File: config.mk
export PLATFORM = sky130hd
export DESIGN_NAME = conv1d_job_sequencer
export DESIGN_NICKNAME = d
export VERILOG_FILES = /design/src/rtl/conv1d_pkg.sv /design/src/rtl/conv1d_job_sequencer.sv
export SDC_FILE = /design/constraint.sdc
export NUM_CORES = 1
export LEC_CHECK = 0
export BUFFER_PORTS_ARGS = -buffer_cell sky130_fd_sc_hd__buf_4
export CAP_MARGIN = 25
export CORE_MARGIN = 2
export CORE_UTILIZATION = 35
export DETAILED_ROUTE_END_ITERATION = 16
export HOLD_SLACK_MARGIN = 0.05
export PLACE_DENSITY = 0.59
export SKIP_LAST_GASP = 1
export SYNTH_ARGS = -nofsm -noshare
export SYNTH_HDL_FRONTEND = slang
export SYNTH_SLANG_ARGS = --single-unit
File: constraint.sdc
create_clock -name clk -period 2.8 [get_ports clk]
set_clock_uncertainty 0.05 [all_clocks]
set_input_delay 0.42 -clock clk [delete_from_list [all_inputs] [get_ports clk]]
set_output_delay 0.42 -clock clk [all_outputs]
set_load 0.01 [all_outputs]
File: src/rtl/conv1d_pkg.sv
// Shared conv1d definitions: command opcodes understood by the conv1d CFU
// and the job sequencer state encoding.
package conv1d_pkg;

    localparam logic [6:0] CMD_RESET        = 7'd0;
    localparam logic [6:0] CMD_WR_INPUT     = 7'd1;
    localparam logic [6:0] CMD_WR_FILTER    = 7'd2;
    localparam logic [6:0] CMD_INPUT_OFFSET = 7'd3;
    localparam logic [6:0] CMD_INPUT_DEPTH  = 7'd5;
    localparam logic [6:0] CMD_START        = 7'd6;
    localparam logic [6:0] CMD_GET_ACC      = 7'd7;
    localparam logic [6:0] CMD_START_X      = 7'd8;
    localparam logic [6:0] CMD_POLL         = 7'd9;
    localparam logic [6:0] CMD_BIAS         = 7'd12;
    localparam logic [6:0] CMD_MULT         = 7'd13;
    localparam logic [6:0] CMD_SHIFT        = 7'd14;
    localparam logic [6:0] CMD_ACT_MIN      = 7'd15;
    localparam logic [6:0] CMD_ACT_MAX      = 7'd16;
    localparam logic [6:0] CMD_OUT_OFFSET   = 7'd17;
    localparam logic [6:0] CMD_NOP          = 7'd127;

    typedef enum logic [2:0] {
        IDLE,
        CFG,
        PARAM,
        START,
        POLL,
        READ,
        OUT
    } seq_state_t;

endpackage

File: src/rtl/conv1d_job_sequencer.sv
// Drives the conv1d command port for one output element per job.
// Optional poll watchdog enabled by defining CONV1D_SEQ_TIMEOUT_EN.
module conv1d_job_sequencer
    import conv1d_pkg::*;
#(
    parameter int unsigned TIMEOUT_CYCLES = 4096,
    parameter int          INT32_SIZE     = 32
) (
    input  logic                  clk,
    input  logic                  rst,
    input  logic                  cfg_valid,
    output logic                  cfg_ready,
    input  logic [INT32_SIZE-1:0] cfg_input_offset,
    input  logic [INT32_SIZE-1:0] cfg_input_depth,
    input  logic [INT32_SIZE-1:0] cfg_act_min,
    input  logic [INT32_SIZE-1:0] cfg_act_max,
    input  logic [INT32_SIZE-1:0] cfg_output_offset,
    input  logic                  job_valid,
    output logic                  job_ready,
    input  logic [INT32_SIZE-1:0] job_start_x,
    input  logic [INT32_SIZE-1:0] job_bias,
    input  logic [INT32_SIZE-1:0] job_multiplier,
    input  logic [INT32_SIZE-1:0] job_shift,
    output logic                  res_valid,
    input  logic                  res_ready,
    output logic [INT32_SIZE-1:0] res_data,
    output logic                  res_timeout,
    output logic                  cfu_en,
    output logic [6:0]            cfu_cmd,
    output logic [INT32_SIZE-1:0] cfu_inp0,
    output logic [INT32_SIZE-1:0] cfu_inp1,
    input  logic [INT32_SIZE-1:0] cfu_ret,
    output logic                  busy,
    output logic                  cfg_loaded
);

    seq_state_t            state_q;
    logic [2:0]            step_q;
    logic [6:0]            cmd_q;
    logic [INT32_SIZE-1:0] inp1_q;
    logic                  sample_ok_q;
    logic                  cfg_loaded_q;
    logic                  res_valid_q;
    logic [INT32_SIZE-1:0] res_data_q;
    logic [INT32_SIZE-1:0] depth_q, act_min_q, act_max_q, out_off_q;
    logic [INT32_SIZE-1:0] bias_q, mult_q, shift_q;

`ifdef CONV1D_SEQ_TIMEOUT_EN
    logic [31:0] wd_q;
    logic [31:0] wd_d;
    logic        res_timeout_q;

    assign wd_d        = wd_q + 32'd1;
    assign res_timeout = res_timeout_q;
`else
    assign res_timeout = 1'b0;
`endif

    assign cfg_ready  = (state_q == IDLE) && !rst;
    assign job_ready  = (state_q == IDLE) && cfg_loaded_q && !rst;
    assign busy       = (state_q != IDLE);
    assign cfg_loaded = cfg_loaded_q;
    assign cfu_en     = !rst;
    assign cfu_cmd    = cmd_q;
    assign cfu_inp0   = '0;
    assign cfu_inp1   = inp1_q;
    assign res_valid  = res_valid_q;
    assign res_data   = res_data_q;

    // Command/operand registers are loaded with the value for the following
    // cycle, so each state's command appears in the cycle the state is active.
    always_ff @(posedge clk) begin
        if (rst) begin
            state_q      <= IDLE;
            step_q       <= '0;
            cmd_q        <= CMD_NOP;
            inp1_q       <= '0;
            sample_ok_q  <= 1'b0;
            cfg_loaded_q <= 1'b0;
            res_valid_q  <= 1'b0;
            res_data_q   <= '0;
            depth_q      <= '0;
            act_min_q    <= '0;
            act_max_q    <= '0;
            out_off_q    <= '0;
            bias_q       <= '0;
            mult_q       <= '0;
            shift_q      <= '0;
`ifdef CONV1D_SEQ_TIMEOUT_EN
            wd_q          <= '0;
            res_timeout_q <= 1'b0;
`endif
        end else begin
            cmd_q       <= CMD_NOP;
            inp1_q      <= '0;
            // ret is registered by the conv1d, so it only reflects a poll
            // when the previous cycle actually issued one.
            sample_ok_q <= (cmd_q == CMD_POLL);
            case (state_q)
                IDLE: begin
                    if (cfg_valid) begin
                        depth_q   <= cfg_input_depth;
                        act_min_q <= cfg_act_min;
                        act_max_q <= cfg_act_max;
                        out_off_q <= cfg_output_offset;
                        cmd_q     <= CMD_INPUT_OFFSET;
                        inp1_q    <= cfg_input_offset;
                        step_q    <= '0;
                        state_q   <= CFG;
                    end else if (job_valid && cfg_loaded_q) begin
                        bias_q  <= job_bias;
                        mult_q  <= job_multiplier;
                        shift_q <= job_shift;
                        cmd_q   <= CMD_START_X;
                        inp1_q  <= job_start_x;
                        step_q  <= '0;
                        state_q <= PARAM;
                    end
                end
                CFG: begin
                    step_q <= step_q + 3'd1;
                    case (step_q)
                        3'd0: begin cmd_q <= CMD_INPUT_DEPTH; inp1_q <= depth_q;   end
                        3'd1: begin cmd_q <= CMD_ACT_MIN;     inp1_q <= act_min_q; end
                        3'd2: begin cmd_q <= CMD_ACT_MAX;     inp1_q <= act_max_q; end
                        3'd3: begin cmd_q <= CMD_OUT_OFFSET;  inp1_q <= out_off_q; end
                        default: begin
                            cfg_loaded_q <= 1'b1;
                            state_q      <= IDLE;
                        end
                    endcase
                end
                PARAM: begin
                    step_q <= step_q + 3'd1;
                    case (step_q)
                        3'd0: begin cmd_q <= CMD_BIAS;  inp1_q <= bias_q;  end
                        3'd1: begin cmd_q <= CMD_MULT;  inp1_q <= mult_q;  end
                        3'd2: begin cmd_q <= CMD_SHIFT; inp1_q <= shift_q; end
                        default: begin
                            cmd_q   <= CMD_START;
                            state_q <= START;
                        end
                    endcase
                end
                START: begin
                    cmd_q   <= CMD_POLL;
                    state_q <= POLL;
`ifdef CONV1D_SEQ_TIMEOUT_EN
                    wd_q    <= '0;
`endif
                end
                POLL: begin
`ifdef CONV1D_SEQ_TIMEOUT_EN
                    wd_q <= wd_d;
`endif
                    if (sample_ok_q && cfu_ret[0]) begin
                        cmd_q   <= CMD_GET_ACC;
                        step_q  <= '0;
                        state_q <= READ;
                    end
`ifdef CONV1D_SEQ_TIMEOUT_EN
                    else if (wd_d == TIMEOUT_CYCLES) begin
                        res_data_q    <= '0;
                        res_valid_q   <= 1'b1;
                        res_timeout_q <= 1'b1;
                        state_q       <= OUT;
                    end
`endif
                    else begin
                        cmd_q <= CMD_POLL;
                    end
                end
                READ: begin
                    // Result of GET_ACC arrives one cycle after the command.
                    if (step_q == 3'd0) begin
                        step_q <= 3'd1;
                    end else begin
                        res_data_q  <= cfu_ret;
                        res_valid_q <= 1'b1;
                        state_q     <= OUT;
                    end
                end
                OUT: begin
                    if (res_ready) begin
                        res_valid_q <= 1'b0;
                        state_q     <= IDLE;
`ifdef CONV1D_SEQ_TIMEOUT_EN
                        res_timeout_q <= 1'b0;
`endif
                    end
                end
                default: state_q <= IDLE;
            endcase
        end
    end

endmodule
Word level (Yosys, flattened, before mapping):

Index checks and enable logic that the tools add are counted.

* bitwise operators: 3
* reduce and logical (&&, ||, !) cells: 21
* equality and inequality tests: 17
* add/subtract/negate cells: 1
* muxes and demuxes: 27

Operators by type and width (count)
* 32-bit case mux with 3 select lines: 2
* 32-bit case mux with 4 select lines: 1
* 32-bit two-way mux: 2
* 7-bit case mux with 5 select lines: 1
* 3-bit two-way mux: 11
* 7-bit case mux with 4 select lines: 1
* 3-bit case mux with 7 select lines: 1
* 7-bit two-way mux: 2
* 3-bit by 2-bit equality test with 1-bit output, second input constant: 4
* 2-bit inequality test, second input constant: 6
* 3-bit case mux with 4 select lines: 1
* 4-bit case mux with 3 select lines: 1
* 3-bit equality test, second input constant: 3
* 7-bit by 4-bit equality test with 1-bit output, second input constant: 1
* 3-bit by 1-bit equality test with 1-bit output, second input constant: 2
* 3-bit zero test: 2
* 2-bit AND reduction: 3
* 3-bit AND reduction: 2
* 6-bit AND reduction: 1
* 1-bit logical AND: 5
* 4-bit two-way mux: 1
* 4-bit AND reduction: 1
* 4-bit nonzero test: 1
* 4-bit OR reduction: 1
* other kinds (10): 13

* input bits: 325
* logic and storage cells: 84
* output and inout bits: 110
* register bits after elaboration: 304

Longest topological paths before layout:

* depth in word-level cells: 4
* mapped depth: 9
* mapped depth without buffers: 6

Worst setup path after synthesis:

Ideal clock, no wire load.

* path kind: reg2reg
* start point: reg step_q[2]
* end point: reg state_q[0]
* library setup time: 0.121 ns
* cell stages (with the launch flop): 9
* setup slack: 0.481 ns
* data required time: 2.629 ns
* arrival: 2.148 ns
* buffers on the path: 2
* period minus slack after synthesis: 2.319 ns
* cells stage by stage: dfxtp_1 clkbuf_1 inv_1 ha_1 clkbuf_1 or4_1 o211ai_1 and4_4 mux2_4

* word-level cells in the longest chain between the ends: 4
* elaborated cells between the ends (all ways): 10
* those cells by class: eq/ne: 6; reduce/logical: 4

Ends and longest elaborated chain
* start, declared: line conv1d_job_sequencer.sv:38 `logic [2:0] step_q;`
* start signal, assigned: line conv1d_job_sequencer.sv:121 `step_q <= step_q + 3'd1;`
* start signal, assigned: line conv1d_job_sequencer.sv:134 `step_q <= step_q + 3'd1;`
* 3-bit by 2-bit equality test with 1-bit output, or another cell as far along: line conv1d_job_sequencer.sv:122, conv1d_job_sequencer.sv:135
* 4-bit OR reduction (no source line) / 3-bit OR reduction (equally long branches)
* 2-bit inequality test (no source line)
* 6-bit AND reduction (no source line) *
* end signal, assigned: line conv1d_job_sequencer.sv:129 `state_q <= IDLE;`
* end signal, assigned: line conv1d_job_sequencer.sv:141 `state_q <= START;`
* end signal, assigned: line conv1d_job_sequencer.sv:147 `state_q <= POLL;`
* end, declared: line conv1d_job_sequencer.sv:37 `seq_state_t state_q;`

Every way passes the cells marked *; elsewhere a longest branch is shown, timed or not.
A chain may end at the register's enable or synchronous reset.

Worst setup path in the final report:

* start point: reg step_q[1]
* end point: reg inp1_q[19], in the netlist cfu_inp1[19]

* word-level cells in the longest chain between the ends: 3
* elaborated cells between the ends (all ways): 7
* those cells by class: eq/ne: 3; mux: 3; reduce/logical: 1

Ends and longest elaborated chain
* 3-bit by 2-bit equality test with 1-bit output, or another cell as far along: line conv1d_job_sequencer.sv:122 `case (step_q)`
* 32-bit case mux with 4 select lines / 32-bit case mux with 3 select lines (equally long branches): line conv1d_job_sequencer.sv:122, conv1d_job_sequencer.sv:135
* 32-bit case mux with 3 select lines *: line conv1d_job_sequencer.sv:99 `case (state_q)`
* end signal, assigned: line conv1d_job_sequencer.sv:107 `inp1_q <= cfg_input_offset;`
* end signal, assigned: line conv1d_job_sequencer.sv:115 `inp1_q <= job_start_x;`
* end, declared: line conv1d_job_sequencer.sv:40 `logic [INT32_SIZE-1:0] inp1_q;`

Marked as above.

==> impl_metrics.yaml <==
outcome:
  outcome: "completed"
synth:
  avgSynthCellArea_um2: 7.85
  synth_warnings: 0
  synth-edff-count: 0
  ys_ff_latch: 303
  post-synth-top-area-cell: "dfxtp_1"
  syn_inst: 1572
  synth.area.top_cells: "dfxtp_1 49%, nand2_1 16%, a21oi_1 15%"
  netlist.area_leader.share: 0.492
  synth_seq_area_share: 0.492
  synthDistinctLibCells: 45
  syn_area_um2: 12300
  ys.flop_type: "dfxtp_1"
  async_flop_share: 0
placement:
  dp_slack_ns: 0.346
  hpwlAfterDp_um: 33300
  dpl.cell_count: 2325
  gp_congestion: 0.839
  io_buffers: 401
global_route:
  gr-total-overflow: 0
  grt_antenna_before_repair: 3
  grt_max_degree: 98
  grtUsageTotal: 0.243
  grt_pass1_vias: 12100
  grt_pass1_wl_um: 68500
detailed_routing:
  routedWlPerCell_um: 19.4
  postRouteAntennaNets: 0
  drt-total-wl_um: 46200
  via_per_inst: 5.19
  first_iter_violations: 895
  dr.pass1.iters: 7
  vias: 12400
  detail_route.drc_violations: 0
sta:
  fin_ws_ns: 0.328
  rsz0062_at_grt: "false"
  fin_crit_ns: 2.47
  setup_tns_ns: 0
  timing.fmax_mhz: 404
  finalSetupViolCount: 0
  hold_violations: 0
  post-route-period-util: 0.883
  tightest_slew_ns: 0.708
  slew_headroom: 0.528
  drv_slew: 0
worst_hold_path:
  hold_class: "input pin to flip-flop"
cts:
  clk_path_buf_depth: 3
  clk_pin_slew_ns: 0.06
  cts-root-buf: "clkbuf_16"
  cts-buffers-inserted: 34
  postCtsSetupBuffers: 0
  cts_hold_buf: 0
  clock_latency_ns: 0.51
  h-tree-depth: 2
  clock-sinks: 303
  cts-resized-gates: 0
  tritoncts: "built"
floorplanning:
  ioPinCount: 435
  initial_core_util: 0.356
  row_count: 68
  dieArea_um2: 36800
  die_y_um: 192
  coreArea_um2: 34600
  die_w_um: 192
critical_path:
  critPathRequiredTime_ns: 3.17
  worstSetupEndpointType: "flip-flop"
  crit_path_max_fanout: 28
  cp_slowest_stage_delay_ns: 0.79
  crit_family: "simple AND/OR/NAND/NOR gates"
  cp_cell_sequence: "inv_1 -> ha_4 -> nor3_1 -> or4b_2 -> buf_12 -> a2bb2oi_1 -> a21oi_1"
  slowest_stage: "or4b_2"
  cp_num_buf_inv: 2
  path_class: "flip-flop to flip-flop"
  critPathLaunchType: "flip-flop"
  cp.arrival_ns: 2.84
final_layout:
  n_antenna_cell: 0
  drive_gt1_frac: 0.262
  multiInputGateArea_um2: 5580
  instances_no_fill: 2387
  num-nets-final: 2238
  fill_cells: 3453
  ff_latch_area_um2: 6070
  area_growth_pct: 36.1
pwr:
  pwr-share-comb: 0.288
  p_leak_nw: 6.51
  p_int_mw: 9.03
  clockPowerShare: 0.336
  p_sw_frac: 0.333
  p_seq_frac: 0.376
  powerDensity_nw_per_um2: 807
  power_mw: 13.5
  power.net_switching_mw: 4.51
  vdd.ir_drop.worst_mv: 0.380
flow_run:
  cap_violations: 0
placed cells by master, fill, tap and decap left out, types with 7 or more instances in the layout:
cell type and count:
nor2_1 10, a22oi_1 65, a222oi_1 32, clkbuf_8 10, nor3_1 7, inv_1 9
nand2_1 522, clkbuf_16 35, a21oi_1 362, buf_4 431, conb_1 33, dfxtp_1 303
a2bb2oi_1 32
through the flow:
step | area (µm²) | hold WS (ns) | utilization
4_1_cts | 16800 | 0.0812 | 0.484
3_3_place_gp | 15600 | 0.392 | 0.451
3_5_place_dp | 15600 | 0.397 | 0.451
5_1_grt | 16800 | 0.0828 | 0.485
2_1_floorplan | 12500 | 0.386 | -
6_report | 16800 | 0.0991 | 0.485
power by group through the flow:
| stage | Combinational (mW) | Clock (mW) | Sequential (mW) |
|---|---|---|---|
| floorplan | 2.34 | 0 | 5.13 |
| detailed placement | 3.91 | 0 | 5.19 |
| CTS | 3.91 | 4.64 | 5.10 |
| global route | 4.24 | 4.80 | 5.14 |
| global placement | 3.87 | 0 | 5.19 |
| finish | 3.89 | 4.55 | 5.10 |
Yosys cell counts, types with 3 or more instances:
master,n
ha_1,6
o21ai_0,6
dfxtp_1,303
buf_4,34
nor3_1,8
inv_1,9
buf_2,34
clkbuf_1,100
o211ai_1,6
o21bai_1,3
a222oi_1,32
a21oi_1,362
buf_6,3
nand2_1,523
a22oi_1,65
a2bb2oi_1,32
nor2_1,10
kinds of logic after synthesis:
family,count (synthesis),share of synthesized area
AO/OA/AOI/OAI,518,0.251
adder cells (fa/ha/maj),6,0.00608
buffers and inverters,181,0.0707
flip-flops,303,0.492
multiplexers,1,0.00122
other,1,0.000304
AND/OR/NAND/NOR,562,0.179
registers in the layout, summed over array words and instances, names as in the netlist, 32 cells and up:
register	cells
out_off_q	32
res_data	32
bias_q	32
cfu_inp1	32
mult_q	32
act_max_q	32
act_min_q	32
shift_q	32
depth_q	32
worst paths after layout:
kind	endpoint	slack (ns)	cells after the start	startpoint
setup / recovery	cfu_inp1[19]$_SDFF_PP0_	0.33	7	step_q[1]$_SDFFE_PP0P_
hold / removal	res_valid$_SDFFE_PP0P_	0.1	2	res_ready
setup reg to reg	cfu_inp1[19]$_SDFF_PP0_	0.33	7	step_q[1]$_SDFFE_PP0P_
hold reg to reg	res_data[7]$_SDFFE_PP0P_	0.40	2	res_data[7]$_SDFFE_PP0P_
per-layer routing:
metal  track usage  up-vias  routed length (µm)
li1              -     5996                   -
met1         0.291     5830               18400
met2         0.420      482               22200
met3        0.0577       83                4010
met4        0.0914        4                1560
met5             0        -                  23
area by class of cell:
type	instances	area share
Clock buffer	51	0.0617
Sequential cell	303	0.361
Timing Repair Buffer	439	0.202
Tap cell	455	0.0339
Clock inverter	10	0.00648
Multi-Input combinational cell	1120	0.332
Inverter	9	0.00201
worst reg2reg max path, cell delays in order, from the launching register on:
cell	delay (ns)
dfxtp_1	0.39
inv_1	0.17
ha_4	0.30
nor3_1	0.13
or4b_2	0.79
buf_12	0.23
a2bb2oi_1	0.18
a21oi_1	0.16
(Power assumes the default switching activity.)
